## config.mk

```make
export PLATFORM = sky130hd
export DESIGN_NAME = muldiv_unit
export DESIGN_NICKNAME = d
export VERILOG_FILES = /design/src/rtl/muldiv_unit.sv
export SDC_FILE = /design/constraint.sdc
export NUM_CORES = 1
export LEC_CHECK = 0
export ABC_AREA = 1
export BUFFER_PORTS_ARGS = -buffer_cell sky130_fd_sc_hd__clkbuf_2
export CAP_MARGIN = 20
export CORE_MARGIN = 3
export CORE_UTILIZATION = 55
export DETAILED_ROUTE_END_ITERATION = 10
export GPL_TIMING_DRIVEN = 0
export HOLD_SLACK_MARGIN = 0.1
export PLACE_DENSITY = 0.72
export SETUP_SLACK_MARGIN = 0.02
export SYNTH_ARGS = -nofsm -noshare
export SYNTH_HDL_FRONTEND = slang
export SYNTH_SLANG_ARGS = --single-unit
```

## constraint.sdc

```tcl
create_clock -name clk -period 2.6 [get_ports clk]
set_input_delay 0.39 -clock clk [delete_from_list [all_inputs] [get_ports clk]]
set_output_delay 0.39 -clock clk [all_outputs]
set_load 0.02 [all_outputs]
```

## src/rtl/muldiv_unit.sv

```systemverilog
// Iterative 16-bit unsigned multiply / restoring divide for the EX stage.
// Produces a one-cycle dual-register write (result_lo to dest, result_hi to HI_REG).
module muldiv_unit #(
  parameter logic [3:0] HI_REG = 4'd15,
  parameter int         ITER   = 16
) (
  input  logic        clk,
  input  logic        rst,
  input  logic        start,
  input  logic        op,
  input  logic [3:0]  dest_reg,
  input  logic [15:0] operand_a,
  input  logic [15:0] operand_b,
  output logic        stall,
  output logic        busy,
  output logic        reg_write,
  output logic        write_op2,
  output logic [3:0]  write_reg1,
  output logic [3:0]  write_reg2,
  output logic [15:0] result_lo,
  output logic [15:0] result_hi,
  output logic        div_by_zero
);

  localparam int CW = $clog2(ITER);

  typedef enum logic [1:0] {IDLE, RUN, DONE} state_t;

  state_t        state_q, state_d;
  logic          op_q, op_d;
  logic [CW-1:0] cnt_q, cnt_d;
  logic [15:0]   acc_hi_q, acc_hi_d, acc_lo_q, acc_lo_d, opnd_q, opnd_d;
  logic          reg_write_q, reg_write_d, write_op2_q, write_op2_d, dbz_q, dbz_d;
  logic [3:0]    wr1_q, wr1_d, wr2_q, wr2_d;
  logic [15:0]   res_lo_q, res_lo_d, res_hi_q, res_hi_d;

  // acc_lo holds the multiplier (mul) or dividend/quotient (div); opnd is the other operand
  logic [16:0] mul_sum, rem_s, trial;
  logic [15:0] mul_hi, mul_lo, div_rem, div_quot;

  always_comb begin
    mul_sum  = {1'b0, acc_hi_q} + (acc_lo_q[0] ? {1'b0, opnd_q} : 17'd0);
    mul_hi   = mul_sum[16:1];
    mul_lo   = {mul_sum[0], acc_lo_q[15:1]};
    rem_s    = {acc_hi_q, acc_lo_q[15]};
    trial    = rem_s - {1'b0, opnd_q};
    div_rem  = trial[16] ? rem_s[15:0] : trial[15:0];
    div_quot = {acc_lo_q[14:0], ~trial[16]};
  end

  always_comb begin
    state_d     = state_q;
    op_d        = op_q;
    cnt_d       = cnt_q;
    acc_hi_d    = acc_hi_q;
    acc_lo_d    = acc_lo_q;
    opnd_d      = opnd_q;
    reg_write_d = 1'b0;
    write_op2_d = 1'b0;
    dbz_d       = 1'b0;
    wr1_d       = wr1_q;
    wr2_d       = HI_REG;
    res_lo_d    = res_lo_q;
    res_hi_d    = res_hi_q;
    case (state_q)
      IDLE: if (start) begin
        op_d     = op;
        wr1_d    = dest_reg;
        acc_hi_d = 16'd0;
        acc_lo_d = op ? operand_a : operand_b;
        opnd_d   = op ? operand_b : operand_a;
        cnt_d    = CW'(ITER - 1);
        if (op && operand_b == 16'd0) begin
          state_d     = DONE;
          reg_write_d = 1'b1;
          write_op2_d = 1'b1;
          dbz_d       = 1'b1;
          res_lo_d    = 16'hFFFF;
          res_hi_d    = operand_a;
        end else begin
          state_d = RUN;
        end
      end
      RUN: begin
        acc_hi_d = op_q ? div_rem  : mul_hi;
        acc_lo_d = op_q ? div_quot : mul_lo;
        cnt_d    = cnt_q - 1'b1;
        if (cnt_q == '0) begin
          state_d     = DONE;
          reg_write_d = 1'b1;
          write_op2_d = 1'b1;
          res_lo_d    = acc_lo_d;
          res_hi_d    = acc_hi_d;
        end
      end
      DONE:    state_d = IDLE;
      default: state_d = IDLE;
    endcase
  end

  always_ff @(posedge clk or negedge rst) begin
    if (!rst) begin
      state_q     <= IDLE;
      op_q        <= 1'b0;
      cnt_q       <= '0;
      acc_hi_q    <= '0;
      acc_lo_q    <= '0;
      opnd_q      <= '0;
      reg_write_q <= 1'b0;
      write_op2_q <= 1'b0;
      dbz_q       <= 1'b0;
      wr1_q       <= 4'd0;
      wr2_q       <= HI_REG;
      res_lo_q    <= '0;
      res_hi_q    <= '0;
    end else begin
      state_q     <= state_d;
      op_q        <= op_d;
      cnt_q       <= cnt_d;
      acc_hi_q    <= acc_hi_d;
      acc_lo_q    <= acc_lo_d;
      opnd_q      <= opnd_d;
      reg_write_q <= reg_write_d;
      write_op2_q <= write_op2_d;
      dbz_q       <= dbz_d;
      wr1_q       <= wr1_d;
      wr2_q       <= wr2_d;
      res_lo_q    <= res_lo_d;
      res_hi_q    <= res_hi_d;
    end
  end

  // stall drops in DONE so the instruction retires with its write
  assign stall       = (state_q == IDLE && start) || state_q == RUN;
  assign busy        = state_q != IDLE;
  assign reg_write   = reg_write_q;
  assign write_op2   = write_op2_q;
  assign write_reg1  = wr1_q;
  assign write_reg2  = wr2_q;
  assign result_lo   = res_lo_q;
  assign result_hi   = res_hi_q;
  assign div_by_zero = dbz_q;

endmodule

```

Word-level counts from Yosys, hierarchy flattened
Index checks and enable logic that the tools add are counted.

Add/sub/neg operators: 3. Multiply operators: 0. Div/mod/pow operators: 0. $lt $le $gt $ge: 0. Eq/ne operators: 4. Shifts and indexed selects: 0. Multiplexer cells: 29. Bitwise logic cells: 1. Reduce and logical (&&, ||, !) cells: 12.

Operator list (number): $mux 16 (14); $pmux 16 s2 (4); $add 16x16->17 (1); $sub 17x16->17 (1); $logic_not 16->1 (1); $pmux 4 s2 (1); $mux 2 (3); $ne 2x2->1 const B (3); $reduce_and 2->1 (3); $logic_not 4->1 (1); $mux 1 (4); $mux 4 (1); $pmux 2 s2 (1); $reduce_and 4->1 (1); $reduce_bool 2->1 (2); $sub 4x1->4 const B (1); $eq 2x1->1 const B (1); $logic_and 1x1->1 (2); $logic_not 2->1 (1); $pmux 1 s2 (1); $logic_or 1x1->1 (1); $not 1->1 (1).

Bits in registers: 93. Bits in latches: 0. RAM bits: 0. Bits in read-only memories: 0. Input port bits: 40. Output and inout port bits: 45. Logic and storage cells: 60. Memories: 0.

Depth between registers and ports, before layout
Gate-level depths: netlist of run 1.

Depth after elaboration: 5. Gate-level depth with buffers: 18. Gate-level depth less buffers: 18.

Least setup slack after synthesis of run 1
OpenSTA, ideal clock, no wires.

Kind: register to register. Start: register acc_lo_q[0]. End: register res_hi_q[13] (netlist: result_hi[13]). Library setup time: 0.077 ns. Data arrival time: 2.152 ns. Required time: 2.523 ns. Setup slack: 0.371 ns. Stages on the path, launching flop included: 17. Buffers on the path: 2. Cells stage by stage: dfrtp_1 clkbuf_1 clkbuf_1 nand2_1 inv_1 ha_1 a21oi_1 nor2_1 nor2_1 nor2_1 nor2_1 nand2_1 nand2_1 nand3_1 nand2_1 nand2_1 a21oi_1.

Cells in the longest elaborated chain, start to end: 5.

Ends and longest elaborated chain: start, declared (RTL line 32) `logic [15:0] acc_hi_q, acc_hi_d, acc_lo_q, acc_lo_d, opnd_q, opnd_d;`; start signal, assigned (RTL line 121) `acc_lo_q <= acc_lo_d;`; $mux 16 (RTL line 42) `mul_sum = {1'b0, acc_hi_q} + (acc_lo_q[0] ? {1'b0, opnd_q} : 17'd0);`; $add 16x16->17 (RTL line 42); $mux 16 (RTL line 85) `acc_hi_d = op_q ? div_rem : mul_hi;`; $mux 16 (RTL line 88) `if (cnt_q == '0) begin`; $pmux 16 s2 (RTL line 65) `case (state_q)`; end signal, assigned (RTL line 129) `res_hi_q <= res_hi_d;`; end, declared (RTL line 35) `logic [15:0] res_lo_q, res_lo_d, res_hi_q, res_hi_d;`.

Every way passes these cells. The select of a mux whose other input is x is not followed. A chain may end at the register's enable or synchronous reset.

Final worst setup path of run 1
Start: register state_q[1]. End: output stall.

Cells in the longest elaborated chain, start to end: 3. Elaborated cells on any way between the ends: 4. Those cells by class: 1 x eq/ne; 3 x reduce/logical.

Ends and longest elaborated chain: start, declared (RTL line 29) `state_t state_q, state_d;`; start signal, assigned (RTL line 117) `state_q <= state_d;`; $logic_not 2->1 (RTL line 134) `assign stall = (state_q == IDLE && start) || state_q == RUN;`; $logic_and 1x1->1 (RTL line 134); $logic_or 1x1->1 (*) (RTL line 134); end, declared (RTL line 14) `output logic stall,`.

Every way passes the cells marked *; elsewhere a longest branch is shown, timed or not.

==> results of run 1 <==
==> registers in the layout, indices dropped and copies added, names as in the netlist, 2 cells and up <==
register / cells
state_q: 2
result_lo: 16
acc_hi_q: 16
opnd_q: 16
acc_lo_q: 16
write_reg1: 4
cnt_q: 4
result_hi: 16
==> how the worst max path moves through the flow <==
stage                                   startpoint  slack, ps                   endpoint  cells past startpoint
after floorplan            acc_lo_q[0]$_DFFE_PN0P_        370  result_hi[13]$_DFFE_PN0P_                     16
after global placement     acc_lo_q[0]$_DFFE_PN0P_       -450   acc_hi_q[15]$_DFFE_PN0P_                     15
after detailed placement   acc_lo_q[0]$_DFFE_PN0P_       -420  result_hi[13]$_DFFE_PN0P_                     16
after CTS                 acc_lo_q[15]$_DFFE_PN0P_         20    acc_hi_q[4]$_DFFE_PN0P_                     17
after global routing      acc_lo_q[15]$_DFFE_PN0P_        -20  result_hi[10]$_DFFE_PN0P_                     18
final                       state_q[1]$_DFFE_PN0P_        140                      stall                      6
==> critical path: cells and delay by family, from the launching register on <==
family / cells / cell delay [ps]
buf+inv: 3 / 730
flops: 1 / 350
simple gates: 3 / 650
==> cell type report <==
class	instances	area share, %
buffer	42	2.81
clock buffer	13	3.37
clock inverter	3	0.260
inverter	148	7.20
multi-input combinational	701	47.1
sequential	93	30.2
tap	143	2.32
timing repair buffer	90	6.72
==> stage by stage <==
stage | utilization [%] | power, uW | setup WS [ps] | hold WS [ps]
after floorplan | - | 8420 | 371 | 94.4
after global placement | 62.1 | 10500 | -448 | 463
after detailed placement | 62.4 | 10600 | -417 | 451
after CTS | 65.1 | 12000 | 24.9 | 234
after global routing | 66.4 | 13700 | -21.3 | 261
final | 66.4 | 12500 | 136 | 236
==> power breakdown <==
group          internal [uW]  switching (uW)
clock                    700             557
sequential              2170             477
combinational           2930            5620
==> logic make-up (layout without fill, tap and decap cells) <==
logic type / count (synthesis) / in the layout / share of synthesized area (%)
flip-flops: 93 / 93 / 35.1
AO/OA/AOI/OAI: 201 / 201 / 17.0
buffers and inverters: 192 / 296 / 11.6
AND/OR/NAND/NOR: 453 / 453 / 28.3
adder cells (fa/ha/maj): 35 / 35 / 6.84
multiplexers: 1 / 1 / 0.151
XOR/XNOR: 7 / 7 / 0.925
other: 1 / 4 / 0.0566
==> layout by cell type (no fill, tap or decap), types with 3 or more instances in the layout <==
cell / instances
sky130_fd_sc_hd__buf_2: 8
sky130_fd_sc_hd__clkbuf_2: 79
sky130_fd_sc_hd__nand3b_1: 5
sky130_fd_sc_hd__xor2_1: 6
sky130_fd_sc_hd__nor2_1: 49
sky130_fd_sc_hd__a21oi_2: 16
sky130_fd_sc_hd__conb_1: 4
sky130_fd_sc_hd__nand2_4: 5
sky130_fd_sc_hd__a21oi_1: 73
sky130_fd_sc_hd__dfrtp_1: 92
sky130_fd_sc_hd__nor2_2: 3
sky130_fd_sc_hd__nand3_1: 42
sky130_fd_sc_hd__clkbuf_16: 10
sky130_fd_sc_hd__clkbuf_1: 26
sky130_fd_sc_hd__o21bai_1: 3
sky130_fd_sc_hd__or2_2: 4
sky130_fd_sc_hd__o22ai_1: 12
sky130_fd_sc_hd__buf_4: 13
sky130_fd_sc_hd__inv_2: 6
sky130_fd_sc_hd__o211ai_1: 15
sky130_fd_sc_hd__inv_1: 142
sky130_fd_sc_hd__ha_1: 32
sky130_fd_sc_hd__nand2_2: 13
sky130_fd_sc_hd__o21ai_1: 7
sky130_fd_sc_hd__nor3_1: 6
sky130_fd_sc_hd__nand3_2: 4
sky130_fd_sc_hd__o21ai_0: 66
sky130_fd_sc_hd__a31oi_1: 3
sky130_fd_sc_hd__nand2_1: 314
==> metal layers <==
metal	vias to the layer above	global-route usage [%]	wire length, um
met2	256	46.6	8960
met5	-	0	0
met3	45	5.22	1380
met1	3157	44.5	9310
li1	3330	-	-
met4	0	12.1	673
==> what timing repair did <==
item                                    in CTS  in global routing
gates cloned                                 0                  1
endpoints found under the hold margin       20                  0
pin swaps                                    1                  7
buffers inserted                             2                  5
hold buffers                                 1                  0
endpoints found under the setup margin      33                 33
gates resized for setup                      8                 28
==> key figures, run 1 <==
Setup path
  • Critical Path AT: 2070 ps
  • CP Capture Type: primary output
  • Slowest cell on the critical path: sky130_fd_sc_hd__nor2_2
  • Largest fanout of any net on the critical path: 14
  • Critical register-to-register path startpoint: acc_lo_q[15]$_DFFE_PN0P_
  • Number of cells traversed by the worst register-to-register path: 18
  • Most repeated library cell on the critical path: sky130_fd_sc_hd__inv_1
  • Crit path kind: flop to primary output
  • Crit path largest cell delay: 450 ps
  • Data required time at the worst endpoint: 2210 ps
  • RR Endpoint: result_hi[10]$_DFFE_PN0P_
  • Worst R2R Setup Slack: 140 ps
  • Cell breakdown of the critical path: nor2_1 > nand2_1 > inv_1 > nor2_2 > inv_1 > clkbuf_2
  • Category of the worst setup path launch point: flop

Synth
  • Proportion of netlist area held by the largest area contributor: 35.1%
  • Cell type contributing the most total cell area after synthesis: sky130_fd_sc_hd__dfrtp_1
  • Share of synthesized registers carrying an async set or reset: 100%
  • Top_reg_cell synth: sky130_fd_sc_hd__dfrtp_1
  • Area of the mapped netlist: 6630 um^2
  • #FFs+latches synth: 93
  • Number of unique standard cell types used by synthesis: 40
  • Cells taking the most area after synthesis: sky130_fd_sc_hd__dfrtp_1 35%, sky130_fd_sc_hd__nand2_1 18%, sky130_fd_sc_hd__inv_1 8.2%, sky130_fd_sc_hd__ha_1 6.2%, sky130_fd_sc_hd__a21oi_1 5.8%
  • Number of enable flip-flop cells after synthesis: 0
  • Cell count after synthesis: 983
  • Average footprint of a synthesized cell: 6.74 um^2
  • Sequential share of the synthesized area: 35.1%
  • Count of warnings emitted by yosys: 0
  • Commonest cells post-synth: 323 x sky130_fd_sc_hd__nand2_1, 144 x sky130_fd_sc_hd__inv_1, 93 x sky130_fd_sc_hd__dfrtp_1
  • Most used standard cell by instance count after synthesis: sky130_fd_sc_hd__nand2_1

Clock tree
  • Clock Tree Buf Depth: 2
  • H-tree level count: 3
  • Clock input transition at the sequential cells of the worst setup and hold paths: 60 ps
  • TritonCTS clock tree: yes
  • Cell at the root of the clock tree: sky130_fd_sc_hd__clkbuf_16
  • Clk sinks: 93
  • Clock latency on the worst-skew pair: 340 ps
  • Cts bufs inserted: 9

Route
  • Vias per cell: 5.51
  • Routed wire per std cell: 16.5 um
  • Remaining routing DRC violations: 0
  • Detailed Route WL: 20,300 um
  • Antenna-violating nets left: 0
  • 1st-pass router iterations: 5
  • Iter 0 DRT Violations: 601
  • Via Count: 6,788

Final layout
  • Area added between synthesis and finish: 16.4%
  • Ratio of cells with drive above 1 in the final layout: 16.4%
  • Area of the multi-input gates: 3630 um^2
  • Final net count: 1,160
  • Design Area, Final: 7710 um^2
  • Sequential standard cell area: 2330 um^2
  • Final standard cell count with taps included and fillers excluded: 1,233
  • Diodes inserted: 0
  • Layout fillers: 1,104

Job
  • Total of max-cap violations: 0

Timing
  • Number of setup violations in the final report: 0
  • Final clock period utilization by the worst path: 94.8%
  • Least-Margin Pin Slew: 786 ps
  • Post-route clock skew: 8.33 ps
  • Relative slew slack: 47.6%
  • Unrepaired setup endpoints after global routing: true
  • Total Negative Setup Slacks: 0 ps
  • Final hold violation count: 0
  • Highest clock frequency the design can meet: 0.406 GHz
  • Pins over their slew limit: 0
  • Min Tclk post-route: 2460 ps

GRT
  • Via count of the first global-routing pass: 6,216
  • Largest net degree at the start of global routing: 55
  • Global-route usage over all layers: 30.9%
  • First-pass GRT wire length: 32,100 um
  • Antenna violations before repair: 0
  • Overall overflow remaining after global route: 0

Power and ir drop
  • Worst supply voltage drop on vdd: 1040 uV
  • Leak: 0.00430 uW
  • Power per standard cell area: 1620 nW/um^2

Die
  • Die boundary height: 116 um
  • Floorplan Core Area: 11,600 um^2
  • Width of the die: 116 um
  • I/O pins: 85
  • Cell row count: 39
  • Initial core utilization: 57.0%
  • Area of the die: 13,400 um^2

Placed design
  • Port Buffer Count: 80
  • Placed instance count: 1,210
  • Post-DP HPWL: 15,800 um
  • Routability Congestion: 0.984
  • Instance area at placement: 7250 um^2

Status
  • Status: complete, no violations

Hold path
  • Hold/Removal Path Class: input pin to flop
  • Hold Crit Depth: 3
  • Startpoint of the tightest hold check path: dest_reg[1]
  • Destination of the worst hold path: write_reg1[1]$_DFFE_PN0P_
Power figures use the tool's default switching activity.
==> run 2: changes to the inputs <==
--- a/config.mk
+++ b/config.mk
@@ -5,7 +5,6 @@
 export SDC_FILE = /design/constraint.sdc
 export NUM_CORES = 1
 export LEC_CHECK = 0
-export ABC_AREA = 1
 export BUFFER_PORTS_ARGS = -buffer_cell sky130_fd_sc_hd__clkbuf_2
 export CAP_MARGIN = 20
 export CORE_MARGIN = 3
@@ -13,7 +12,7 @@
 export DETAILED_ROUTE_END_ITERATION = 10
 export GPL_TIMING_DRIVEN = 0
 export HOLD_SLACK_MARGIN = 0.1
-export PLACE_DENSITY = 0.72
+export PLACE_DENSITY = 0.73
 export SETUP_SLACK_MARGIN = 0.02
 export SYNTH_ARGS = -nofsm -noshare
 export SYNTH_HDL_FRONTEND = slang
==> run 2 against run 1 <==
Net effect:
- the flow now finishes with violations (setup timing)
- clock-buffer cell count is 1 higher
- final cell count is 19% lower
- maximum frequency down 16%
- routed wire length grew 9.3%
- first-iteration DRC count grew 32%
- non-clock buffer count increased by 23
- worst setup slack got worse by 460 ps
- global-route usage increased by 3.3 points
==> key figures, run 2 <==
Route
  • Via Count: 6,366 (was 6,788)
  • Routed wire per std cell: 22.3 um (was 16.5 um)
  • Antenna-violating nets left: 0 (unchanged)
  • Vias per cell: 6.40 (was 5.51)
  • Remaining routing DRC violations: 0 (unchanged)
  • Detailed Route WL: 22,200 um (was 20,300 um)
  • Iter 0 DRT Violations: 796 (was 601)
  • 1st-pass router iterations: 6 (was 5)

Final layout
  • Final net count: 926 (was 1,160)
  • Sequential standard cell area: 2340 um^2 (was 2330 um^2)
  • Diodes inserted: 0 (unchanged)
  • Area added between synthesis and finish: 28.1% (was 16.4%)
  • Area of the multi-input gates: 4190 um^2 (was 3630 um^2)
  • Final standard cell count with taps included and fillers excluded: 995 (was 1,233)
  • Commonest non-fill, non-tap cell in the layout: sky130_fd_sc_hd__nand2_1 (unchanged)
  • Layout fillers: 776 (was 1,104)
  • Highest-count cells in the layout ignoring fill and taps: 95 x sky130_fd_sc_hd__nand2_1, 86 x sky130_fd_sc_hd__dfrtp_1, 83 x sky130_fd_sc_hd__clkbuf_2 (was 314 x sky130_fd_sc_hd__nand2_1, 142 x sky130_fd_sc_hd__inv_1, 92 x sky130_fd_sc_hd__dfrtp_1)
  • Ratio of cells with drive above 1 in the final layout: 26.3% (was 16.4%)

Synth
  • #FFs+latches synth: 93 (unchanged)
  • Adder-cell share of the synthesized area: 7.21% (was 6.84%)
  • Largest family of logic cells by synthesized area: compound AO/OA/AOI/OAI gates (was simple AND/OR/NAND/NOR gates)
  • Share of synthesized registers carrying an async set or reset: 100% (unchanged)
  • Mux contribution to synthesized area: 9.30% (was 0.151%)
  • Sequential share of the synthesized area: 37.1% (was 35.1%)
  • Count of warnings emitted by yosys: 0 (unchanged)
  • Cell type contributing the most total cell area after synthesis: sky130_fd_sc_hd__dfrtp_1 (unchanged)
  • Top_reg_cell synth: sky130_fd_sc_hd__dfrtp_1 (unchanged)
  • Area of the mapped netlist: 6280 um^2 (was 6630 um^2)
  • Cell count after synthesis: 726 (was 983)
  • Xor and xnor fraction of the mapped netlist area: 2.37% (was 0.925%)
  • Share of the synthesized area in compound gates (AO/OA/AOI/OAI): 22.6% (was 17.0%)
  • Number of unique standard cell types used by synthesis: 67 (was 40)
  • Number of enable flip-flop cells after synthesis: 0 (unchanged)
  • Cells taking the most area after synthesis: sky130_fd_sc_hd__dfrtp_1 37%, sky130_fd_sc_hd__mux2i_1 8.8%, sky130_fd_sc_hd__ha_1 6.6%, sky130_fd_sc_hd__nand2_1 5.7%, sky130_fd_sc_hd__o21ai_0 5.3% (was sky130_fd_sc_hd__dfrtp_1 35%, sky130_fd_sc_hd__nand2_1 18%, sky130_fd_sc_hd__inv_1 8.2%, sky130_fd_sc_hd__ha_1 6.2%, sky130_fd_sc_hd__a21oi_1 5.8%)
  • Proportion of netlist area held by the largest area contributor: 37.1% (was 35.1%)
  • Average footprint of a synthesized cell: 8.65 um^2 (was 6.74 um^2)
  • Most used standard cell by instance count after synthesis: sky130_fd_sc_hd__nand2_1 (unchanged)
  • Commonest cells post-synth: 95 x sky130_fd_sc_hd__nand2_1, 93 x sky130_fd_sc_hd__dfrtp_1, 66 x sky130_fd_sc_hd__o21ai_0 (was 323 x sky130_fd_sc_hd__nand2_1, 144 x sky130_fd_sc_hd__inv_1, 93 x sky130_fd_sc_hd__dfrtp_1)
  • Post-synthesis share of cell area spent on and, or, nand and nor gates: 16.3% (was 28.3%)

Timing
  • Final critical-path setup slack: -329 ps (was 136 ps)
  • Relative slew slack: 25.8% (was 47.6%)
  • Number of setup violations in the final report: 32 (was 0)
  • Unrepaired setup endpoints after global routing: true (unchanged)
  • Final clock period utilization by the worst path: 113% (was 94.8%)
  • Least-Margin Pin Slew: 1110 ps (was 786 ps)
  • Highest clock frequency the design can meet: 0.341 GHz (was 0.406 GHz)
  • Pins over their slew limit: 0 (unchanged)
  • Final hold violation count: 0 (unchanged)
  • Worst hold margin: 108 ps (was 236 ps)
  • Min Tclk post-route: 2930 ps (was 2460 ps)
  • Post-route clock skew: 8.91 ps (was 8.33 ps)

GRT
  • Global-route usage over all layers: 34.2% (was 30.9%)
  • Met3 usage: 5.56% (was 5.22%)
  • Met2 global-route usage: 55.8% (was 46.6%)
  • Largest net degree at the start of global routing: 50 (was 55)
  • Busiest layer in global routing: met2 (unchanged)
  • Overall overflow remaining after global route: 0 (unchanged)
  • Met1 usage in global routing: 44.2% (was 44.5%)
  • First-pass GRT wire length: 34,100 um (was 32,100 um)
  • Via count of the first global-routing pass: 6,284 (was 6,216)
  • Antenna violations before repair: 0 (unchanged)

Job
  • Total of max-cap violations: 0 (unchanged)

Setup path
  • Crit path kind: flop to flop (was flop to primary output)
  • Critical Path AT: 3180 ps (was 2070 ps)
  • CP Capture Type: flop (was primary output)
  • Largest fanout of any net on the critical path: 6 (was 14)
  • Category of the worst setup path launch point: flop (unchanged)
  • Data required time at the worst endpoint: 2850 ps (was 2210 ps)

Hold path
  • Hold/Removal Path Class: input pin to async pin (was input pin to flop)

Clock tree
  • Cts bufs inserted: 9 (unchanged)
  • Clock latency on the worst-skew pair: 340 ps (about the same)
  • H-tree level count: 3 (unchanged)
  • Clk sinks: 93 (unchanged)
  • Clock Tree Buf Depth: 2 (unchanged)
  • Clock input transition at the sequential cells of the worst setup and hold paths: 60 ps (about the same)
  • Quantity of hold-fixing buffers added after cts: 0 (was 1)
  • TritonCTS clock tree: yes (unchanged)
  • Cell at the root of the clock tree: sky130_fd_sc_hd__clkbuf_16 (unchanged)

Placed design
  • Port Buffer Count: 79 (was 80)
  • Post-DP HPWL: 16,100 um (was 15,800 um)
  • Placed instance count: 949 (was 1,210)
  • Routability Congestion: 0.965 (was 0.984)

Die
  • Floorplan Core Area: 11,000 um^2 (was 11,600 um^2)
  • Cell row count: 38 (was 39)
  • I/O pins: 85 (unchanged)
  • Die boundary height: 113 um (was 116 um)
  • Initial core utilization: 57.2% (was 57.0%)
  • Area of the die: 12,700 um^2 (was 13,400 um^2)
  • Width of the die: 113 um (was 116 um)

Status
  • Violated checks: setup timing
  • Status: complete, but fails checks (was complete, no violations)
==> run 2: cell types whose count changed after synthesis, sizes merged, moves of 8 or more <==
cell,change
nand3,-42
a211oi,+10
a21o,+10
and2,+20
buf,-9
inv,-117
mux2i,+54
clkbuf,+9
a31oi,+27
xnor2,+8
nand2,-237
a21oi,-51
==> run 2: logic make-up (layout without fill, tap and decap cells) <==
logic type               Yosys count  count (layout)
XOR/XNOR                          17              17
AO/OA/AOI/OAI                    223             223
other                              1               4
multiplexers                      58              58
AND/OR/NAND/NOR                  222             222
buffers and inverters             77             203
adder cells (fa/ha/maj)           35              35
flip-flops                        93              93
==> run 2: timing repair <==
action | 4_1_cts | 5_1_grt
pin swaps | 31 | 31
gates resized for setup | 59 | 58
cloned | 1 | 0
buffers inserted | 13 | 17
setup endpoints to repair | 34 | 45
==> run 2: final timing paths <==
check | cells past startpoint | end | slack (ps) | start
setup reg to reg | 8 | result_hi[15]$_DFFE_PN0P_ | -330 | acc_hi_q[4]$_DFFE_PN0P_
max in group asynchronous | 2 | acc_hi_q[3]$_DFFE_PN0P_ | 1790 | rst
setup / recovery | 8 | result_hi[15]$_DFFE_PN0P_ | -330 | acc_hi_q[4]$_DFFE_PN0P_
hold reg to reg | 2 | write_reg1[0]$_DFFE_PN0P_ | 480 | write_reg1[0]$_DFFE_PN0P_
min in group clk | 3 | write_reg1[2]$_DFFE_PN0P_ | 240 | dest_reg[2]
hold / removal | 1 | acc_hi_q[14]$_DFFE_PN0P_ | 110 | rst
==> run 2: per-stage QoR <==
step	worst slack [ps]	TNS (ps)	area, um^2	util [%]
after detailed placement	-623	-14170	7000	63.7
after floorplan	-36.1	-133	6400	-
final	-329	-7030	8040	73.2
after CTS	-345	-8010	7700	70.1
after global routing	-434	-10540	8040	73.2
after global placement	-554	-12980	6970	63.4
==> run 2: final cells by class <==
| cell class | count | share of cell area (%) |
|---|---|---|
| clock buffers | 14 | 3.28 |
| clock inverters | 1 | 0.373 |
| well taps | 140 | 2.18 |
| repair buffers | 111 | 8.52 |
| multi-input cells | 559 | 52.1 |
| plain buffers | 44 | 2.99 |
| flip-flops and latches | 93 | 29.0 |
| inverters | 33 | 1.54 |
==> run 2: per-layer routing <==
| metal | vias up | part of all wire (%) |
|---|---|---|
| met5 | - | 0 |
| met4 | 0 | 4.8 |
| met3 | 74 | 7.6 |
| li1 | 2872 | - |
| met1 | 3071 | 40 |
| met2 | 349 | 47 |
==> run 2: worst max-delay path, stage by stage, from the launching register on <==
cell and delay (ps):
sky130_fd_sc_hd__dfrtp_1 520, sky130_fd_sc_hd__ha_2 310, sky130_fd_sc_hd__a2111o_1 450, sky130_fd_sc_hd__o211ai_1 380
sky130_fd_sc_hd__a21oi_2 150, sky130_fd_sc_hd__or4_1 480, sky130_fd_sc_hd__a31oi_4 240, sky130_fd_sc_hd__o31ai_4 110
sky130_fd_sc_hd__a31oi_1 210
Power of run 2 is left out: the tool's default activity adds up to more than one toggle a clock period on the data nets, which glitch-free logic cannot reach.
==> run 3: changes to the inputs <==
==> constraint.sdc (replaced) <==
create_clock -name clk -period 3.3 [get_ports clk]
set_input_delay 0.495 -clock clk [delete_from_list [all_inputs] [get_ports clk]]
set_output_delay 0.495 -clock clk [all_outputs]
set_load 0.02 [all_outputs]
==> run 3 against run 2 <==
Net effect:
- the flow now finishes without violations
- critical path depth increased by 3
- final cell count decreased by 2.8%
- maximum frequency decreased by 10%
- worst hold slack improved by 49 ps
- global-route usage decreased by 1.9 points
- design area decreased by 8.5%
- clock-buffer cell count decreased by 2
==> key figures, run 3 (synthesis gave the netlist of run 2 again) <==
GRT
  • Antenna violations before repair: 0 (unchanged)
  • First-pass GRT wire length: 32,300 um (was 34,100 um)
  • Overall overflow remaining after global route: 0 (unchanged)
  • Via count of the first global-routing pass: 6,032 (was 6,284)
  • Largest net degree at the start of global routing: 57 (was 50)
  • Global-route usage over all layers: 32.4% (was 34.2%)

Setup path
  • Crit path largest cell delay: 490 ps (was 520 ps)
  • Cell class contributing the biggest share of worst-path delay: compound AO/OA/AOI/OAI gates (unchanged)
  • Critical path buffers and inverters: 0 (unchanged)
  • Largest fanout of any net on the critical path: 8 (was 6)
  • Data required time at the worst endpoint: 3490 ps (was 2850 ps)
  • Slowest cell on the critical path: sky130_fd_sc_hd__dfrtp_2 (was sky130_fd_sc_hd__dfrtp_1)
  • Number of cells traversed by the worst register-to-register path: 11 (was 8)
  • Cell breakdown of the critical path: and2_1 > ha_1 > fa_1 > a211oi_1 > o21a_1 > nor2_1 > o211a_1 > o21a_1 > o311a_1 > nor3_2 > a31oi_1 (was ha_2 > a2111o_1 > o211ai_1 > a21oi_2 > or4_1 > a31oi_4 > o31ai_4 > a31oi_1)
  • Number of stages on the worst setup path: 11 (was 8)
  • Most repeated library cell on the critical path: sky130_fd_sc_hd__o21a_1
  • Category of the worst setup path launch point: flop (unchanged)
  • CP Capture Type: flop (unchanged)
  • Crit path kind: flop to flop (unchanged)
  • Critical Path AT: 3450 ps (was 3180 ps)
  • Worst R2R Setup Slack: 40 ps (was -330 ps)

Power and ir drop
  • Power per standard cell area: 1290 nW/um^2
  • Internal power: 4740 uW
  • Clock power frac: 12.0%
  • Overall Power: 9470 uW
  • Leak: 0.00338 uW
  • Sequential power share: 23.2%
  • Worst supply voltage drop on vdd: 776 uV
  • Proportion of total power due to net switching: 50.0%
  • Switching power total: 4730 uW
  • Combinational power share: 64.8%

Timing
  • Least-Margin Pin Slew: 816 ps (was 1110 ps)
  • Post-route clock skew: 6.28 ps (was 8.91 ps)
  • Unrepaired setup endpoints after global routing: true (unchanged)
  • Min Tclk post-route: 3260 ps (was 2930 ps)
  • Final hold violation count: 0 (unchanged)
  • Highest clock frequency the design can meet: 0.307 GHz (was 0.341 GHz)
  • Final clock period utilization by the worst path: 98.7% (was 113%)
  • Number of setup violations in the final report: 0 (was 32)
  • Pins over their slew limit: 0 (unchanged)
  • Relative slew slack: 45.6% (was 25.8%)

Route
  • Via Count: 6,075 (was 6,366)
  • Remaining routing DRC violations: 0 (unchanged)
  • Detailed Route WL: 20,300 um (was 22,200 um)
  • 1st-pass router iterations: 5 (was 6)
  • Vias per cell: 6.28 (was 6.40)
  • Antenna-violating nets left: 0 (unchanged)
  • Iter 0 DRT Violations: 573 (was 796)
  • Routed wire per std cell: 21.0 um (was 22.3 um)

Placed design
  • Instance area at placement: 6890 um^2 (was 7000 um^2)
  • Routability Congestion: 0.970 (was 0.965)
  • Post-DP HPWL: 15,700 um (was 16,100 um)
  • Port Buffer Count: 79 (unchanged)

Die
  • Area of the die: 12,700 um^2 (unchanged)
  • Cell row count: 38 (unchanged)
  • Initial core utilization: 57.2% (unchanged)
  • Width of the die: 113 um (unchanged)
  • I/O pins: 85 (unchanged)
  • Floorplan Core Area: 11,000 um^2 (unchanged)
  • Die boundary height: 113 um (unchanged)

Hold path
  • Hold/Removal Path Class: input pin to async pin (unchanged)

Final layout
  • Diodes inserted: 0 (unchanged)
  • Final net count: 897 (was 926)
  • Ratio of cells with drive above 1 in the final layout: 16.6% (was 26.3%)
  • Area added between synthesis and finish: 17.2% (was 28.1%)
  • Commonest non-fill, non-tap cell in the layout: sky130_fd_sc_hd__nand2_1 (unchanged)
  • Design Area, Final: 7360 um^2 (was 8040 um^2)
  • Highest-count cells in the layout ignoring fill and taps: 95 x sky130_fd_sc_hd__nand2_1, 92 x sky130_fd_sc_hd__dfrtp_1, 78 x sky130_fd_sc_hd__clkbuf_2 (was 95 x sky130_fd_sc_hd__nand2_1, 86 x sky130_fd_sc_hd__dfrtp_1, 83 x sky130_fd_sc_hd__clkbuf_2)
  • Core occupancy in the finished layout: 67.0% (was 73.2%)
  • Layout fillers: 931 (was 776)

Clock tree
  • TritonCTS clock tree: yes (unchanged)
  • Cell at the root of the clock tree: sky130_fd_sc_hd__clkbuf_16 (unchanged)
  • Clock input transition at the sequential cells of the worst setup and hold paths: 70 ps (was 60 ps)
  • Cts bufs inserted: 9 (unchanged)
  • Clock latency on the worst-skew pair: 340 ps (about the same)
  • Quantity of hold-fixing buffers added after cts: 0 (unchanged)
  • H-tree level count: 3 (unchanged)
  • Clk sinks: 93 (unchanged)
  • Clock Tree Buf Depth: 2 (unchanged)

Status
  • Status: complete, no violations (was complete, but fails checks)

Job
  • Total of max-cap violations: 0 (unchanged)
## run 3: cell types whose count changed in the layout (fill, tap and decap cells not counted), moves of 8 or more
cell                      previous run  this run
sky130_fd_sc_hd__ha_4               13         0
sky130_fd_sc_hd__a21oi_1            27        37
sky130_fd_sc_hd__o21ai_0            55        65
sky130_fd_sc_hd__a21oi_2             9         1
sky130_fd_sc_hd__ha_1               17        31
sky130_fd_sc_hd__o21ai_1            11         2
sky130_fd_sc_hd__buf_4              33         7
## run 3: final cells by class
| class | count | area [um^2] | share of cell area (%) |
|---|---|---|---|
| timing repair buffer | 82 | 440 | 5.98 |
| multi-input combinational | 559 | 3760 | 51.1 |
| buffer | 44 | 204 | 2.77 |
| clock inverter | 4 | 70.1 | 0.952 |
| clock buffer | 12 | 256 | 3.48 |
| inverter | 33 | 124 | 1.68 |
| sequential | 93 | 2330 | 31.6 |
| tap | 140 | 175 | 2.38 |
## run 3: power groups by stage
stage	Combinational (uW)	Sequential (uW)	Clock [uW]
global route	6690	2260	1200
CTS	5830	2180	1150
global placement	5570	2170	0
floorplan	3920	2270	0
finish	6140	2200	1140
detailed placement	5700	2190	0
## run 3: what timing repair did
item                       4_1_cts  5_1_grt
cloned                           0        0
setup endpoints to repair       15       25
pin swaps                        1        6
gates resized for setup         10       19
setup buffers                    0        2
## run 3: worst paths after layout
kind	endpoint	start
worst max-delay path	result_hi[13]$_DFFE_PN0P_	acc_lo_q[0]$_DFFE_PN0P_
worst min-delay path	acc_hi_q[15]$_DFFE_PN0P_	rst
worst max register to register	result_hi[13]$_DFFE_PN0P_	acc_lo_q[0]$_DFFE_PN0P_
worst min register to register	write_reg1[2]$_DFFE_PN0P_	write_reg1[2]$_DFFE_PN0P_
max in group asynchronous	result_lo[14]$_DFFE_PN0P_	rst
min in group clk	write_reg1[1]$_DFFE_PN0P_	dest_reg[1]
## run 3: through the flow
step	TNS [ps]	std cells	worst slack, ps	hold WS [ps]
after global routing	-83.5	967	-49.1	200
after global placement	-671	948	-172	459
after floorplan	0	729	491	199
final	0	967	42.7	157
after CTS	0	965	6.39	173
after detailed placement	-1050	949	-280	472
## run 3: metal layers
layer | wire, um | share of wire [%] | vias to the layer above | GRT usage (%)
met5 | 0 | 0 | - | 0
met4 | 662 | 3.3 | 0 | 12.7
met3 | 1350 | 6.7 | 49 | 4.33
li1 | - | - | 2830 | -
met1 | 8670 | 43 | 2917 | 43.5
met2 | 9630 | 47 | 279 | 53.2
